### src/rtl/encounter_ctrl_if.sv
// Overworld <-> encounter controller bundle: movement/selection inputs and
// the registered battle/flash/enemy outputs consumed by the battle and sprite logic.
interface encounter_ctrl_if;
  logic [1:0] curr_map;
  logic [4:0] wild_ID;
  logic       step_pulse;
  logic       in_grass;
  logic       battle_done;
  logic       fight_on;
  logic       flash_on;
  logic       flash_phase;
  logic [4:0] enemy_ID;
  logic [1:0] enemy_map;
  logic [7:0] enc_count;

  modport master (
    output curr_map, wild_ID, step_pulse, in_grass, battle_done,
    input  fight_on, flash_on, flash_phase, enemy_ID, enemy_map, enc_count
  );

  modport slave (
    input  curr_map, wild_ID, step_pulse, in_grass, battle_done,
    output fight_on, flash_on, flash_phase, enemy_ID, enemy_map, enc_count
  );
endinterface

### src/rtl/encounter_ctrl.sv
// Wild-encounter sequencer: grass-step roll, flash transition, battle hold and
// post-battle step cooldown. Every output comes straight from a register.
module encounter_ctrl #(
  parameter int         ENC_THRESH     = 6,
  parameter int         FLASH_FRAMES   = 24,
  parameter int         FLASH_HALF     = 4,
  parameter int         COOLDOWN_STEPS = 3,
  parameter logic [7:0] LFSR_SEED      = 8'hA5
) (
  input logic          frameClk,
  input logic          Reset,
  encounter_ctrl_if.slave bus
);
  typedef enum logic [1:0] {IDLE, FLASH, BATTLE, COOLDOWN} state_t;

  localparam logic [7:0] FRAMES_C = 8'(FLASH_FRAMES);
  localparam logic [7:0] HALF_C   = 8'(FLASH_HALF);
  localparam logic [3:0] COOL_C   = 4'(COOLDOWN_STEPS);
  localparam logic [4:0] THRESH_C = 5'(ENC_THRESH);

  state_t     state_q, state_d;
  logic [7:0] lfsr_q, lfsr_d;
  logic [7:0] frame_cnt_q, frame_cnt_d;
  logic [7:0] half_cnt_q, half_cnt_d;
  logic [3:0] cool_cnt_q, cool_cnt_d;
  logic       fight_on_q, fight_on_d;
  logic       flash_on_q, flash_on_d;
  logic       flash_phase_q, flash_phase_d;
  logic [4:0] enemy_id_q, enemy_id_d;
  logic [1:0] enemy_map_q, enemy_map_d;
  logic [7:0] enc_count_q, enc_count_d;
  logic       roll_hit;

  // x^8+x^6+x^5+x^4+1 Fibonacci form; a nonzero seed keeps it off the all-zero lock-up state
  assign lfsr_d   = {lfsr_q[6:0], lfsr_q[7] ^ lfsr_q[5] ^ lfsr_q[4] ^ lfsr_q[3]};
  assign roll_hit = ({1'b0, lfsr_q[3:0]} < THRESH_C);

  always_comb begin
    state_d       = state_q;
    frame_cnt_d   = frame_cnt_q;
    half_cnt_d    = half_cnt_q;
    cool_cnt_d    = cool_cnt_q;
    fight_on_d    = fight_on_q;
    flash_on_d    = flash_on_q;
    flash_phase_d = flash_phase_q;
    enemy_id_d    = enemy_id_q;
    enemy_map_d   = enemy_map_q;
    enc_count_d   = enc_count_q;

    unique case (state_q)
      IDLE: begin
        if (bus.step_pulse && bus.in_grass && roll_hit && (bus.wild_ID != 5'd0)) begin
          state_d       = FLASH;
          enemy_id_d    = bus.wild_ID;
          enemy_map_d   = bus.curr_map;
          enc_count_d   = (enc_count_q == 8'hFF) ? enc_count_q : enc_count_q + 8'd1;
          flash_on_d    = 1'b1;
          flash_phase_d = 1'b0;
          frame_cnt_d   = 8'd1;
          half_cnt_d    = 8'd1;
        end
      end
      FLASH: begin
        // counters hold the index of the flash frame currently on screen
        if (frame_cnt_q == FRAMES_C) begin
          state_d       = BATTLE;
          flash_on_d    = 1'b0;
          flash_phase_d = 1'b0;
          fight_on_d    = 1'b1;
        end else begin
          frame_cnt_d = frame_cnt_q + 8'd1;
          if (half_cnt_q == HALF_C) begin
            half_cnt_d    = 8'd1;
            flash_phase_d = ~flash_phase_q;
          end else begin
            half_cnt_d = half_cnt_q + 8'd1;
          end
        end
      end
      BATTLE: begin
        if (bus.battle_done) begin
          state_d    = COOLDOWN;
          fight_on_d = 1'b0;
          cool_cnt_d = 4'd0;
        end
      end
      COOLDOWN: begin
        if (COOL_C == 4'd0) begin
          state_d = IDLE;
        end else if (bus.step_pulse) begin
          if (cool_cnt_q + 4'd1 == COOL_C) begin
            state_d = IDLE;
          end
          cool_cnt_d = cool_cnt_q + 4'd1;
        end
      end
      default: state_d = IDLE;
    endcase
  end

  always_ff @(posedge frameClk or negedge Reset) begin
    if (!Reset) begin
      state_q       <= IDLE;
      lfsr_q        <= LFSR_SEED;
      frame_cnt_q   <= 8'd0;
      half_cnt_q    <= 8'd0;
      cool_cnt_q    <= 4'd0;
      fight_on_q    <= 1'b0;
      flash_on_q    <= 1'b0;
      flash_phase_q <= 1'b0;
      enemy_id_q    <= 5'd0;
      enemy_map_q   <= 2'd0;
      enc_count_q   <= 8'd0;
    end else begin
      state_q       <= state_d;
      lfsr_q        <= lfsr_d;
      frame_cnt_q   <= frame_cnt_d;
      half_cnt_q    <= half_cnt_d;
      cool_cnt_q    <= cool_cnt_d;
      fight_on_q    <= fight_on_d;
      flash_on_q    <= flash_on_d;
      flash_phase_q <= flash_phase_d;
      enemy_id_q    <= enemy_id_d;
      enemy_map_q   <= enemy_map_d;
      enc_count_q   <= enc_count_d;
    end
  end

  assign bus.fight_on    = fight_on_q;
  assign bus.flash_on    = flash_on_q;
  assign bus.flash_phase = flash_phase_q;
  assign bus.enemy_ID    = enemy_id_q;
  assign bus.enemy_map   = enemy_map_q;
  assign bus.enc_count   = enc_count_q;
endmodule

### src/flat_wrapper.sv
// flat-port wrapper written by rule: the top's interface ports become plain ports
module encounter_ctrl_flat 
#(
  parameter int         ENC_THRESH     = 6,
  parameter int         FLASH_FRAMES   = 24,
  parameter int         FLASH_HALF     = 4,
  parameter int         COOLDOWN_STEPS = 3,
  parameter logic [7:0] LFSR_SEED      = 8'hA5
)
  (frameClk, Reset, bus_curr_map, bus_wild_ID, bus_step_pulse, bus_in_grass, bus_battle_done, bus_fight_on, bus_flash_on, bus_flash_phase, bus_enemy_ID, bus_enemy_map, bus_enc_count);
  encounter_ctrl_if bus_i ();
  input logic frameClk;
  input logic Reset;
  input wire logic [$bits(bus_i.curr_map)-1:0] bus_curr_map;
  input wire logic [$bits(bus_i.wild_ID)-1:0] bus_wild_ID;
  input wire logic [$bits(bus_i.step_pulse)-1:0] bus_step_pulse;
  input wire logic [$bits(bus_i.in_grass)-1:0] bus_in_grass;
  input wire logic [$bits(bus_i.battle_done)-1:0] bus_battle_done;
  output wire logic [$bits(bus_i.fight_on)-1:0] bus_fight_on;
  output wire logic [$bits(bus_i.flash_on)-1:0] bus_flash_on;
  output wire logic [$bits(bus_i.flash_phase)-1:0] bus_flash_phase;
  output wire logic [$bits(bus_i.enemy_ID)-1:0] bus_enemy_ID;
  output wire logic [$bits(bus_i.enemy_map)-1:0] bus_enemy_map;
  output wire logic [$bits(bus_i.enc_count)-1:0] bus_enc_count;
  assign bus_i.curr_map = bus_curr_map;
  assign bus_i.wild_ID = bus_wild_ID;
  assign bus_i.step_pulse = bus_step_pulse;
  assign bus_i.in_grass = bus_in_grass;
  assign bus_i.battle_done = bus_battle_done;
  assign bus_fight_on = bus_i.fight_on;
  assign bus_flash_on = bus_i.flash_on;
  assign bus_flash_phase = bus_i.flash_phase;
  assign bus_enemy_ID = bus_i.enemy_ID;
  assign bus_enemy_map = bus_i.enemy_map;
  assign bus_enc_count = bus_i.enc_count;
  encounter_ctrl #(.ENC_THRESH(ENC_THRESH), .FLASH_FRAMES(FLASH_FRAMES), .FLASH_HALF(FLASH_HALF), .COOLDOWN_STEPS(COOLDOWN_STEPS), .LFSR_SEED(LFSR_SEED)) u_core (.frameClk(frameClk), .Reset(Reset), .bus(bus_i));
endmodule
### config.mk
export PLATFORM = sky130hd
export DESIGN_NAME = encounter_ctrl_flat
export DESIGN_NICKNAME = d
export VERILOG_FILES = /design/src/rtl/encounter_ctrl_if.sv /design/src/rtl/encounter_ctrl.sv /design/src/flat_wrapper.sv
export SDC_FILE = /design/constraint.sdc
export NUM_CORES = 1
export LEC_CHECK = 0
export BUFFER_PORTS_ARGS = -buffer_cell sky130_fd_sc_hd__buf_2
export CAP_MARGIN = 20
export CELL_PAD_IN_SITES_DETAIL_PLACEMENT = 1
export CELL_PAD_IN_SITES_GLOBAL_PLACEMENT = 2
export CORE_UTILIZATION = 35
export CTS_BUF_LIST = sky130_fd_sc_hd__clkbuf_2 sky130_fd_sc_hd__clkbuf_4 sky130_fd_sc_hd__clkbuf_8
export CTS_CLUSTER_DIAMETER = 150
export DETAILED_ROUTE_END_ITERATION = 8
export MAX_ROUTING_LAYER = met4
export PLACE_DENSITY_LB_ADDON = 0.1
export SLEW_MARGIN = 5
export SYNTH_ARGS = -nofsm -noshare
export SYNTH_HDL_FRONTEND = slang
export SYNTH_SLANG_ARGS = --single-unit
### constraint.sdc
create_clock -name frameClk -period 1.8 [get_ports frameClk]
set_input_delay 0.09 -clock frameClk [delete_from_list [all_inputs] [get_ports frameClk]]
set_output_delay 0.09 -clock frameClk [all_outputs]
set_load 0.05 [all_outputs]
Word-level counts from Yosys, hierarchy flattened
Cells that the tools add are included.
{"block": "totals", "reg_bits": 48, "input_bits": 12, "output_inout_bits": 18, "wordCells": 76}
{"block": "classes", "n_addsub": 4, "n_lt_le_gt_ge": 1, "eq_ne": 14, "mux": 25, "n_bitwise": 5, "reduce_logical": 16}
{"op": "$mux 8", "count": 4}
{"op": "$pmux 8 s2", "count": 2}
{"op": "$add 8x1->8 const B", "count": 3}
{"op": "$reduce_and 3->1", "count": 6}
{"op": "$mux 2", "count": 5}
{"op": "$eq 8x3->1 const B", "count": 1}
{"op": "$eq 8x5->1 const B", "count": 1}
{"op": "$eq 8x8->1 const B", "count": 1}
{"op": "$mux 4", "count": 2}
{"op": "$pmux 2 s4", "count": 1}
{"op": "$pmux 4 s2", "count": 1}
{"op": "$mux 1", "count": 7}
{"op": "$ne 2x1->1 const B", "count": 3}
{"op": "$ne 2x2->1 const B", "count": 3}
{"op": "$pmux 1 s2", "count": 3}
{"op": "$reduce_bool 2->1", "count": 3}
{"op": "$reduce_and 5->1", "count": 1}
{"op": "$reduce_bool 5->1", "count": 1}
{"op": "$add 4x1->4 const B", "count": 1}
{"op": "$eq 2x2->1 const B", "count": 2}
{"op": "$eq 4x2->1 const B", "count": 1}
{"op": "$lt 4x3->1 const B", "count": 1}
{"op": "$logic_and 1x1->1", "count": 3}
{"op": "$ne 3x1->1 const B", "count": 1}
{"op": "5 further kinds", "count": 8}

Depth between registers and ports, before layout
Gate-level depths: netlist of the first run.
{"block": "logic_depth", "depth_word": 5, "ltp_mapped": 8, "ltp_nobuf": 7}

Worst setup path before layout of the first run
Ideal clock, no wire load.
{"block": "synth_timing", "kind": "register -> register", "from": "register u_core.enc_count_q[0], in the netlist u_core.bus.enc_count[0]", "to": "register u_core.enc_count_q[1], in the netlist u_core.bus.enc_count[1]", "setup_time_ns": 0.125, "arrival_ns": 1.794, "required_time_ns": 1.675, "slack_ns": -0.119, "stages_incl_launch_ff": 7, "n_path_buf": 1, "period_less_slack_ns": 1.919, "path_cell_list": "dfrtp_1 > ha_1 > and3_1 > nand3_1 > and4_1 > buf_2 > mux2_2"}
{"block": "synth_between", "elab_chain_len": 3, "elab_cells_between_ends": 4, "cone_classes": "1 x add/sub; 1 x eq/ne; 1 x bitwise; 1 x reduce/logical"}
{"element": "start, declared", "line": "encounter_ctrl.sv:31", "source": "logic [7:0] enc_count_q, enc_count_d;"}
{"element": "start signal, assigned", "line": "encounter_ctrl.sv:125", "source": "enc_count_q <= enc_count_d;"}
{"element": "parallel branches: the longest is 3 deep, another holds $add 8x1->8"}
Parallel ways; which one is timed is not known.
A chain may end at the register's enable or synchronous reset.

Worst setup path after layout of the first run
{"block": "layout_timing", "from": "register u_core.cool_cnt_q[1]", "to": "register u_core.state_q[1]"}
{"block": "layout_between", "elab_chain_len": 4}
{"element": "start, declared", "line": "encounter_ctrl.sv:25", "source": "logic [3:0] cool_cnt_q, cool_cnt_d;"}
{"element": "start signal, assigned", "line": "encounter_ctrl.sv:119", "source": "cool_cnt_q <= cool_cnt_d;"}
{"element": "$add 4x1->4", "line": "encounter_ctrl.sv:91", "source": "if (cool_cnt_q + 4'd1 == COOL_C) begin"}
{"element": "$eq 4x2->1", "line": "encounter_ctrl.sv:91"}
{"element": "$ne 2x1->1 (no line)"}
{"element": "$reduce_and 5->1 (no line)"}
{"element": "end signal, assigned", "line": "encounter_ctrl.sv:115", "source": "state_q <= state_d;"}
{"element": "end, declared", "line": "encounter_ctrl.sv:21", "source": "state_t state_q, state_d;"}
Every way passes these cells.

==> results_dict.tcl, run 1 <==
set metrics [dict create \
    outcome "finished with violations" \
    violations "setup timing" \
    port_buffers 29 \
    synth_edf_count 0 \
    syn-num-nets 250 \
    met3WireLength_um 132 \
    maxSlewHeadroom_pct 68.20 \
    clockBufferDepth 2 \
    vdd_drop_max_mv 0.5735 \
    regToRegSetupSlack_ps -90 \
    period_share_pct 105.2 \
    diodes 0 \
    yosys_warnings 0 \
    p_per_area_nw_per_um2 1458 \
    criticalPathCategory "reg -> reg" \
    grt_max_degree 32 \
    tightest_slew_ps 476.9 \
    ff2ff_path_depth 5 \
    cp-start-kind "flop" \
    num_vias 2024 \
    maxCapViolations 0 \
    clk_pin_slew_ps 80 \
    routed.top_layer "met4" \
    r2r-start "u_core.cool_cnt_q[1]$_DFFE_PN0P_" \
    grt_pass1_wl_mm 10.40 \
    rows 30 \
    finalHoldViolCount 0 \
    final_nets 332 \
    core-area_um2 6756 \
    die_area_um2 7323 \
    syn_area_per_cell_um2 10.82 \
    crit_path_start "u_core.cool_cnt_q[1]$_DFFE_PN0P_" \
    cts.sinks 48 \
    htree_num_levels 2 \
    drv_slew 0 \
    first_pass_iters 2 \
    gp_congestion 0.7271 \
    antenna_found_initial 0 \
    root_buffer "clkbuf_8" \
    insertion_delay_ps 300 \
    m1WireLength_mm 2.879 \
    drt_first_iter_violations 47 \
    syn_inst 226 \
    setup_violations 16 \
    synthArstFlopShare_pct 100.0 \
    ant_nets 0 \
    fin_skew_ps 15.84 \
    period_needed_ps 1893 \
    fmax_mhz 528.3 \
    grtUsageTotal_pct 18.67 \
    placed_area_um2 3010 \
    synth_cell_types 43 \
    cp-endpoint "u_core.state_q[1]$_DFFE_PN0P_" \
    final_cell_area_um2 3322 \
    die_h_um 85.58 \
    syn_area_um2 2445 \
    initial_utilization_pct 36.19 \
    layout.cells.most_common "buf_4" \
    dp_slack_ps -78.62 \
    p_leak_nw 1.594 \
    total_power_mw 4.842 \
    wl_per_cell_um 15.76 \
    area.growth.synth_to_final_pct 35.88 \
    worstPathMaxFanout 4 \
    crit_path_end_kind "flop" \
    r2r_end "u_core.state_q[1]$_DFFE_PN0P_" \
    hp-class "in -> reg" \
    cp.required_ps 1980 \
    layout-drive-gt1-share_pct 42.07 \
    via_per_inst 5.203 \
    rsz0062_at_grt "true" \
    ys.flop_type "dfrtp_1" \
    wl_mm 6.129 \
    arrival_ps 2070 \
    seq_area_frac_synth_pct 49.33 \
    ys_ff_latch 48 \
    mostFrequentLayoutCells "43 x buf_4, 42 x dfrtp_1, 29 x buf_2" \
    setup_slack_ps -92.90 \
    route.detailed.drc 0 \
    cts_tree "done" \
    cts_made_buffers 5 \
    dieWidth_um 85.58 \
    dp_hpwl_mm 4.501 \
    ioPinCount 30 \
    dr_wl_met2_mm 3.071 \
    grt_pass1_vias 2143 \
    grt-ovfl-total 0 \
    final.setup.tns_ps -632.8 \
]
==> cell families after synthesis <==
family	after synthesis	synth area share (%)
AOI/OAI and AO/OA	44	13.51
xor gates and xnor gates	11	3.941
adders and majority gates	12	6.141
buffers and inverters	16	2.917
DFF	48	49.33
muxes	14	6.295
and+or+nand+nor	81	17.86
==> state kept, by name, indices dropped and copies added (netlist names) <==
name,count
u_core.frame_cnt_q,8
u_core.bus.enc_count,8
u_core.bus.enemy_map,2
u_core.cool_cnt_q,4
u_core.half_cnt_q,8
u_core.bus.flash_on,1
u_core.lfsr_q,8
u_core.bus.fight_on,1
u_core.bus.enemy_ID,5
u_core.bus.flash_phase,1
u_core.state_q,2
==> where the power goes <==
group / switching, mW / total [mW] / leakage, nW / internal (mW)
registers: 0.157 / 1.44 / 0.623 / 1.29
clock network: 0.364 / 0.673 / 0.0493 / 0.309
logic: 1.42 / 2.73 / 0.922 / 1.30
total: 1.95 / 4.84 / 1.59 / 2.90
==> per-layer routing <==
layer | up-vias | GRT usage [%]
met1 | 1009 | 24.61
met5 | - | -
met4 | 0 | 4.091
met2 | 24 | 30.62
met3 | 4 | 2.887
li1 | 987 | -
==> worst max-delay path, stage by stage, from the launching register on <==
cell,delay (ps)
dfrtp_1,430
ha_2,190
or4_4,540
o311ai_4,80
nand4_1,200
mux2_4,340
==> per-stage QoR <==
stage / hold WS (ps) / std cells / util, %
after floorplan: -205.6 / 226 / -
after global placement: 82.82 / 370 / 44.56
after detailed placement: 80.84 / 370 / 44.56
after CTS: 11.95 / 384 / 47.13
after global routing: 18.12 / 389 / 49.17
final: 25.04 / 389 / 49.17
==> worst min path at each step <==
stage | start | to | slack (ps) | depth (start not counted)
floorplan | Reset | u_core.bus.enc_count[0]$_DFFE_PN0P_ | -210 | 0
global placement | Reset | u_core.half_cnt_q[3]$_DFFE_PN0P_ | 80 | 1
detailed placement | Reset | u_core.half_cnt_q[3]$_DFFE_PN0P_ | 80 | 1
CTS | bus_curr_map[1] | u_core.bus.enemy_map[1]$_DFFE_PN0P_ | 10 | 2
global route | bus_curr_map[0] | u_core.bus.enemy_map[0]$_DFFE_PN0P_ | 20 | 2
finish | bus_curr_map[1] | u_core.bus.enemy_map[1]$_DFFE_PN0P_ | 30 | 2
==> synth_stat cells, drive strengths merged (6+ instances only) <==
library cell | n | area, um2
xnor2 | 9 | 78.83
mux2 | 11 | 123.9
inv | 11 | 41.29
nand4 | 6 | 37.54
o21ai | 12 | 63.81
a22o | 8 | 70.07
ha | 12 | 150.1
dfrtp | 44 | 1101
nand2 | 19 | 71.32
and3 | 7 | 43.79
nand3 | 17 | 85.08
nor2 | 9 | 33.78
==> final cells by class <==
cell class	count	area [um2]
flip-flops and latches	48	1209
fillers	766	3435
inverters	11	41.29
multi-input cells	162	1296
clock inverters	1	8.758
repair buffers	80	583.1
well taps	80	100.1
clock buffers	7	83.83
==> what timing repair did <==
item                       CTS  global route
gates resized for setup     10            23
pin swaps                    4             6
setup endpoints to repair   11            27
hold endpoints to repair    17             0
setup buffers                5             5
hold buffers                 1             0
Power figures use the tool's default switching activity.
==> inputs of run 2 (changes only) <==
Settings changed: REMOVE_ABC_BUFFERS set to 1.
==> run 2 against run 1 <==
Compared with the run above: the run still ends with setup timing left; core utilization increased by 3.4 points; routed wire length up 6.3%; global-route usage grew 1.1 points.
==> results_dict.tcl, run 2 (same netlist as run 1, synthesis figures left out) <==
set metrics [dict create \
    outcome "finished with violations" \
    violations "setup timing" \
    ant_nets 0 \
    critPathBufInv 1 \
    vdd_drop_max_mv 0.5578 \
    placed_area_um2 3005 \
    grt_max_degree 49 \
    maxSlewHeadroom_pct 77.98 \
    min_to "u_core.bus.enemy_ID[4]$_DFFE_PN0P_" \
    drt_first_iter_violations 65 \
    rows 30 \
    htree_num_levels 2 \
    arrival_ps 2140 \
    setup_slack_ps -150.7 \
    grt_pass1_vias 2158 \
    clockBufferDepth 2 \
    port_buffers 29 \
    die_area_um2 7323 \
    first_pass_iters 4 \
    dieWidth_um 85.58 \
    root_buffer "clkbuf_8" \
    setup_violations 16 \
    grtUsageTotal_pct 19.75 \
    worstPathMaxFanout 3 \
    crit_chain "inv_2 > ha_4 > nand2_4 > or4_4 > o311ai_4 > nand4_1 > mux2_4" \
    antenna_found_initial 0 \
    insertion_delay_ps 300 \
    area.growth.synth_to_final_pct 45.29 \
    clk_pin_slew_ps 90 \
    grt-ovfl-total 0 \
    r2r_end "u_core.state_q[1]$_DFFE_PN0P_" \
    ff2ff_path_depth 7 \
    r2r-start "u_core.cool_cnt_q[0]$_DFFE_PN0P_" \
    fin_skew_ps 10.14 \
    dp_slack_ps -82.04 \
    finalHoldViolCount 0 \
    crit_path_end_kind "flop" \
    period_share_pct 108.4 \
    initial_utilization_pct 36.19 \
    seqCellArea_um2 1206 \
    max_stage_delay_ps 550 \
    drv_slew 0 \
    maxCapViolations 0 \
    hold_start "bus_wild_ID[4]" \
    whs_ps 34.76 \
    core-area_um2 6756 \
    diodes 0 \
    crit_slowest_cell "or4_4" \
    crit_path_start "u_core.cool_cnt_q[0]$_DFFE_PN0P_" \
    dp_hpwl_mm 4.395 \
    regToRegSetupSlack_ps -150 \
    via_per_inst 5.173 \
    crit_family "simple AND/OR/NAND/NOR gates" \
    cts_tree "done" \
    cts_made_buffers 5 \
    p_per_area_nw_per_um2 1512 \
    cp.required_ps 1990 \
    wl_per_cell_um 16.38 \
    layout.cells.most_common "buf_4" \
    tightest_slew_ps 330.0 \
    p_leak_nw 1.696 \
    route.detailed.drc 0 \
    ioPinCount 30 \
    cp-start-kind "flop" \
    mostFrequentLayoutCells "46 x buf_4, 44 x dfrtp_1, 29 x buf_2" \
    criticalPathCategory "reg -> reg" \
    grt_pass1_wl_mm 10.71 \
    gp_congestion 0.7124 \
    n_fill_cell 751 \
    period_needed_ps 1951 \
    final_cell_area_um2 3552 \
    rsz0062_at_grt "true" \
    die_h_um 85.58 \
    hp-class "in -> reg" \
    num_vias 2059 \
    fin_util_pct 52.57 \
    final.setup.tns_ps -1046 \
    cts.sinks 48 \
    fmax_mhz 512.6 \
    whs_path_depth 2 \
    final_nets 341 \
    wl_mm 6.518 \
    multiInputGateArea_um2 1435 \
    layout-drive-gt1-share_pct 46.54 \
]
==> run 2: cell type report <==
class	count	area share [%]
Timing Repair Buffer	87	18.25
Clock inverter	2	1.092
Multi-Input combinational cell	164	40.40
Inverter	11	1.162
Tap cell	80	2.818
Sequential cell	48	33.96
Clock buffer	6	2.325
==> run 2: worst max-delay path by stage <==
stage | end | slack (ps) | cells after the start
global route | u_core.state_q[1]$_DFFE_PN0P_ | -190 | 7
floorplan | u_core.bus.enc_count[1]$_DFFE_PN0P_ | -130 | 5
CTS | u_core.state_q[1]$_DFFE_PN0P_ | -100 | 7
detailed placement | u_core.state_q[1]$_DFFE_PN0P_ | -80 | 5
global placement | u_core.state_q[1]$_DFFE_PN0P_ | -30 | 5
finish | u_core.state_q[1]$_DFFE_PN0P_ | -150 | 7
==> run 2: what timing repair did <==
action / in CTS / in global routing
setup buffers: 8 / 7
hold buffers: 3 / 0
hold endpoints to repair: 46 / 0
endpoints found under the setup margin: 11 / 23
gates resized for setup: 26 / 37
pin swaps: 6 / 20
gates cloned: 1 / 1
==> run 2: report_power, final <==
| group | leakage [nW] | total, mW | switching, mW | internal (mW) |
|---|---|---|---|---|
| sequential | 0.626 | 1.44 | 0.153 | 1.28 |
| clock | 0.0614 | 0.832 | 0.377 | 0.455 |
| combinational | 1.01 | 3.10 | 1.61 | 1.49 |
| total | 1.70 | 5.37 | 2.14 | 3.23 |
==> run 2: metrics by stage <==
step                      instances  power [mW]
final                           398       5.369
after global routing            398       5.752
after CTS                       390       4.953
after detailed placement        371       3.714
after global placement          371       3.672
after floorplan                 221       2.675
==> run 2: routing by layer <==
layer	vias to the layer above	part of all wire (%)	GRT usage, %
met2	22	51	33.45
met3	2	1.8	2.791
met4	0	0.44	6.364
met5	-	0	-
met1	1023	46	24.44
li1	1012	-	-
==> inputs of run 3 (changes only) <==
Settings changed: CORE_UTILIZATION 35 to 42.
Clock period 1.8 ns to 2.4 ns, I/O delays scaled along.
==> run 3 against run 2 <==
Compared with the run above: the flow now finishes without violations; sequential share of layout area increased by 9.0 points; total power decreased by 45%; register-to-register slack improved by 510 ps; cell count decreased by 16%; non-clock buffer count decreased by 52; worst setup slack improved by 510 ps; maximum frequency decreased by 4.4%; routed wire length decreased by 17%; cell area decreased by 21%; via count decreased by 9.5%; critical endpoint is now u_core.frame_cnt_q[6]$_DFFE_PN0P_; largest power group unchanged; highest routed layer unchanged.
==> results_dict.tcl, run 3 (same netlist as run 1, synthesis figures left out) <==
set metrics [dict create \
    outcome "finished, final reports clean" \
    maxSlewHeadroom_pct 67.63 \
    grt_pass1_vias 1996 \
    grtUsageTotal_pct 20.77 \
    crit_slowest_cell "or4_1" \
    layout.cells.most_common "dfrtp_1" \
    drv_slew 0 \
    final.setup.tns_ps 0 \
    crit_chain "inv_1 > ha_1 > o41a_1 > a21oi_2 > or4_1 > a21boi_1" \
    fin_skew_ps 11.51 \
    via_per_inst 5.545 \
    maxCapViolations 0 \
    cts_resized 0 \
    fmax_mhz 490.0 \
    grt_pass1_wl_mm 9.577 \
    final_cell_area_um2 2809 \
    period_needed_ps 2041 \
    p_leak_nw 1.354 \
    crit_path_end_kind "flop" \
    postCtsSetupBuffers 0 \
    n_fill_cell 646 \
    dieWidth_um 78.30 \
    clockBufferDepth 2 \
    rows 27 \
    critPathBufInv 1 \
    multiInputGateArea_um2 1167 \
    rsz0062_at_grt "false" \
    m1WireLength_mm 2.606 \
    cts_hold_buf 1 \
    fin_util_pct 50.39 \
    criticalPathCategory "reg -> reg" \
    dpl.cell_count 327 \
    die_area_um2 6130 \
    period_share_pct 85.04 \
    dp_hpwl_mm 4.011 \
    ant_nets 0 \
    clk_pin_slew_ps 90 \
    route.detailed.drc 0 \
    dp_slack_ps 345.6 \
    diodes 0 \
    cp.required_ps 2620 \
    worstPathMaxFanout 10 \
    insertion_delay_ps 300 \
    tightest_slew_ps 485.5 \
    setup_slack_ps 359.0 \
    placed_area_um2 2688 \
    crit_family "compound AO/OA/AOI/OAI gates" \
    vdd_drop_max_mv 0.5012 \
    ioPinCount 30 \
    core-area_um2 5574 \
    total_power_mw 2.946 \
    die_h_um 78.30 \
    htree_num_levels 2 \
    port_buffers 29 \
    routed.top_layer "met4" \
    final_nets 287 \
    p_per_area_nw_per_um2 1049 \
    seqCellArea_um2 1206 \
    cts_tree "done" \
    grt-ovfl-total 0 \
    drt_first_iter_violations 74 \
    area.growth.synth_to_final_pct 14.89 \
    cts.sinks 48 \
    gp_congestion 0.7619 \
    dr_wl_met2_mm 2.582 \
    wl_per_cell_um 16.04 \
    antenna_found_initial 0 \
    first_pass_iters 4 \
    finalHoldViolCount 0 \
    num_vias 1863 \
    grt_max_degree 19 \
    whs_ps 53.01 \
    layout-drive-gt1-share_pct 23.11 \
    finalNonFillerCells 336 \
    root_buffer "clkbuf_8" \
    hp-class "in -> reg" \
    cts_made_buffers 5 \
    initial_utilization_pct 43.86 \
    met3WireLength_um 170 \
    max_stage_delay_ps 500 \
    arrival_ps 2270 \
    cp-start-kind "flop" \
    setup_violations 0 \
    wl_mm 5.388 \
    mostFrequentLayoutCells "44 x dfrtp_1, 29 x buf_2, 19 x nand2_1" \
]
run 3: worst reg2reg max path, stage by stage (launching register included):
cell	delay, ps
dfrtp_1	420
inv_1	120
ha_1	320
o41a_1	330
a21oi_2	140
or4_1	500
a21boi_1	150
run 3: final timing paths:
path                                          startpoint                                   to  slack, ps  cells after the start
min                                      bus_curr_map[0]  u_core.bus.enemy_map[0]$_DFFE_PN0P_         50                      2
max in group asynchronous                          Reset           u_core.lfsr_q[7]$_DFF_PN1_       1510                      3
max reg2reg                u_core.state_q[1]$_DFFE_PN0P_    u_core.frame_cnt_q[6]$_DFFE_PN0P_        360                      6
max                        u_core.state_q[1]$_DFFE_PN0P_    u_core.frame_cnt_q[6]$_DFFE_PN0P_        360                      6
min reg2reg                   u_core.lfsr_q[6]$_DFF_PN0_           u_core.lfsr_q[7]$_DFF_PN1_        370                      0
min in group asynchronous                          Reset     u_core.half_cnt_q[3]$_DFFE_PN0P_        260                      2
run 3: report_power, final:
part | leakage [nW] | total, mW | internal [mW] | switching (mW)
registers | 0.626 | 1.11 | 0.964 | 0.144
clock network | 0.0586 | 0.588 | 0.321 | 0.267
logic | 0.670 | 1.25 | 0.432 | 0.818
total | 1.35 | 2.95 | 1.72 | 1.23
run 3: layer usage:
| metal | GRT usage, % | vias to the layer above |
|---|---|---|
| met5 | - | - |
| met4 | 5.926 | 0 |
| met3 | 4.767 | 2 |
| met2 | 32.28 | 29 |
| met1 | 27.22 | 938 |
| li1 | - | 894 |
run 3: final cells by class:
class                           count  share of cell area [%]
Tap cell                           72                   3.207
Sequential cell                    48                   42.94
Multi-Input combinational cell    162                   41.56
Timing Repair Buffer               35                   6.860
Clock buffer                        6                   2.717
Clock inverter                      2                   1.247
Inverter                           11                   1.470
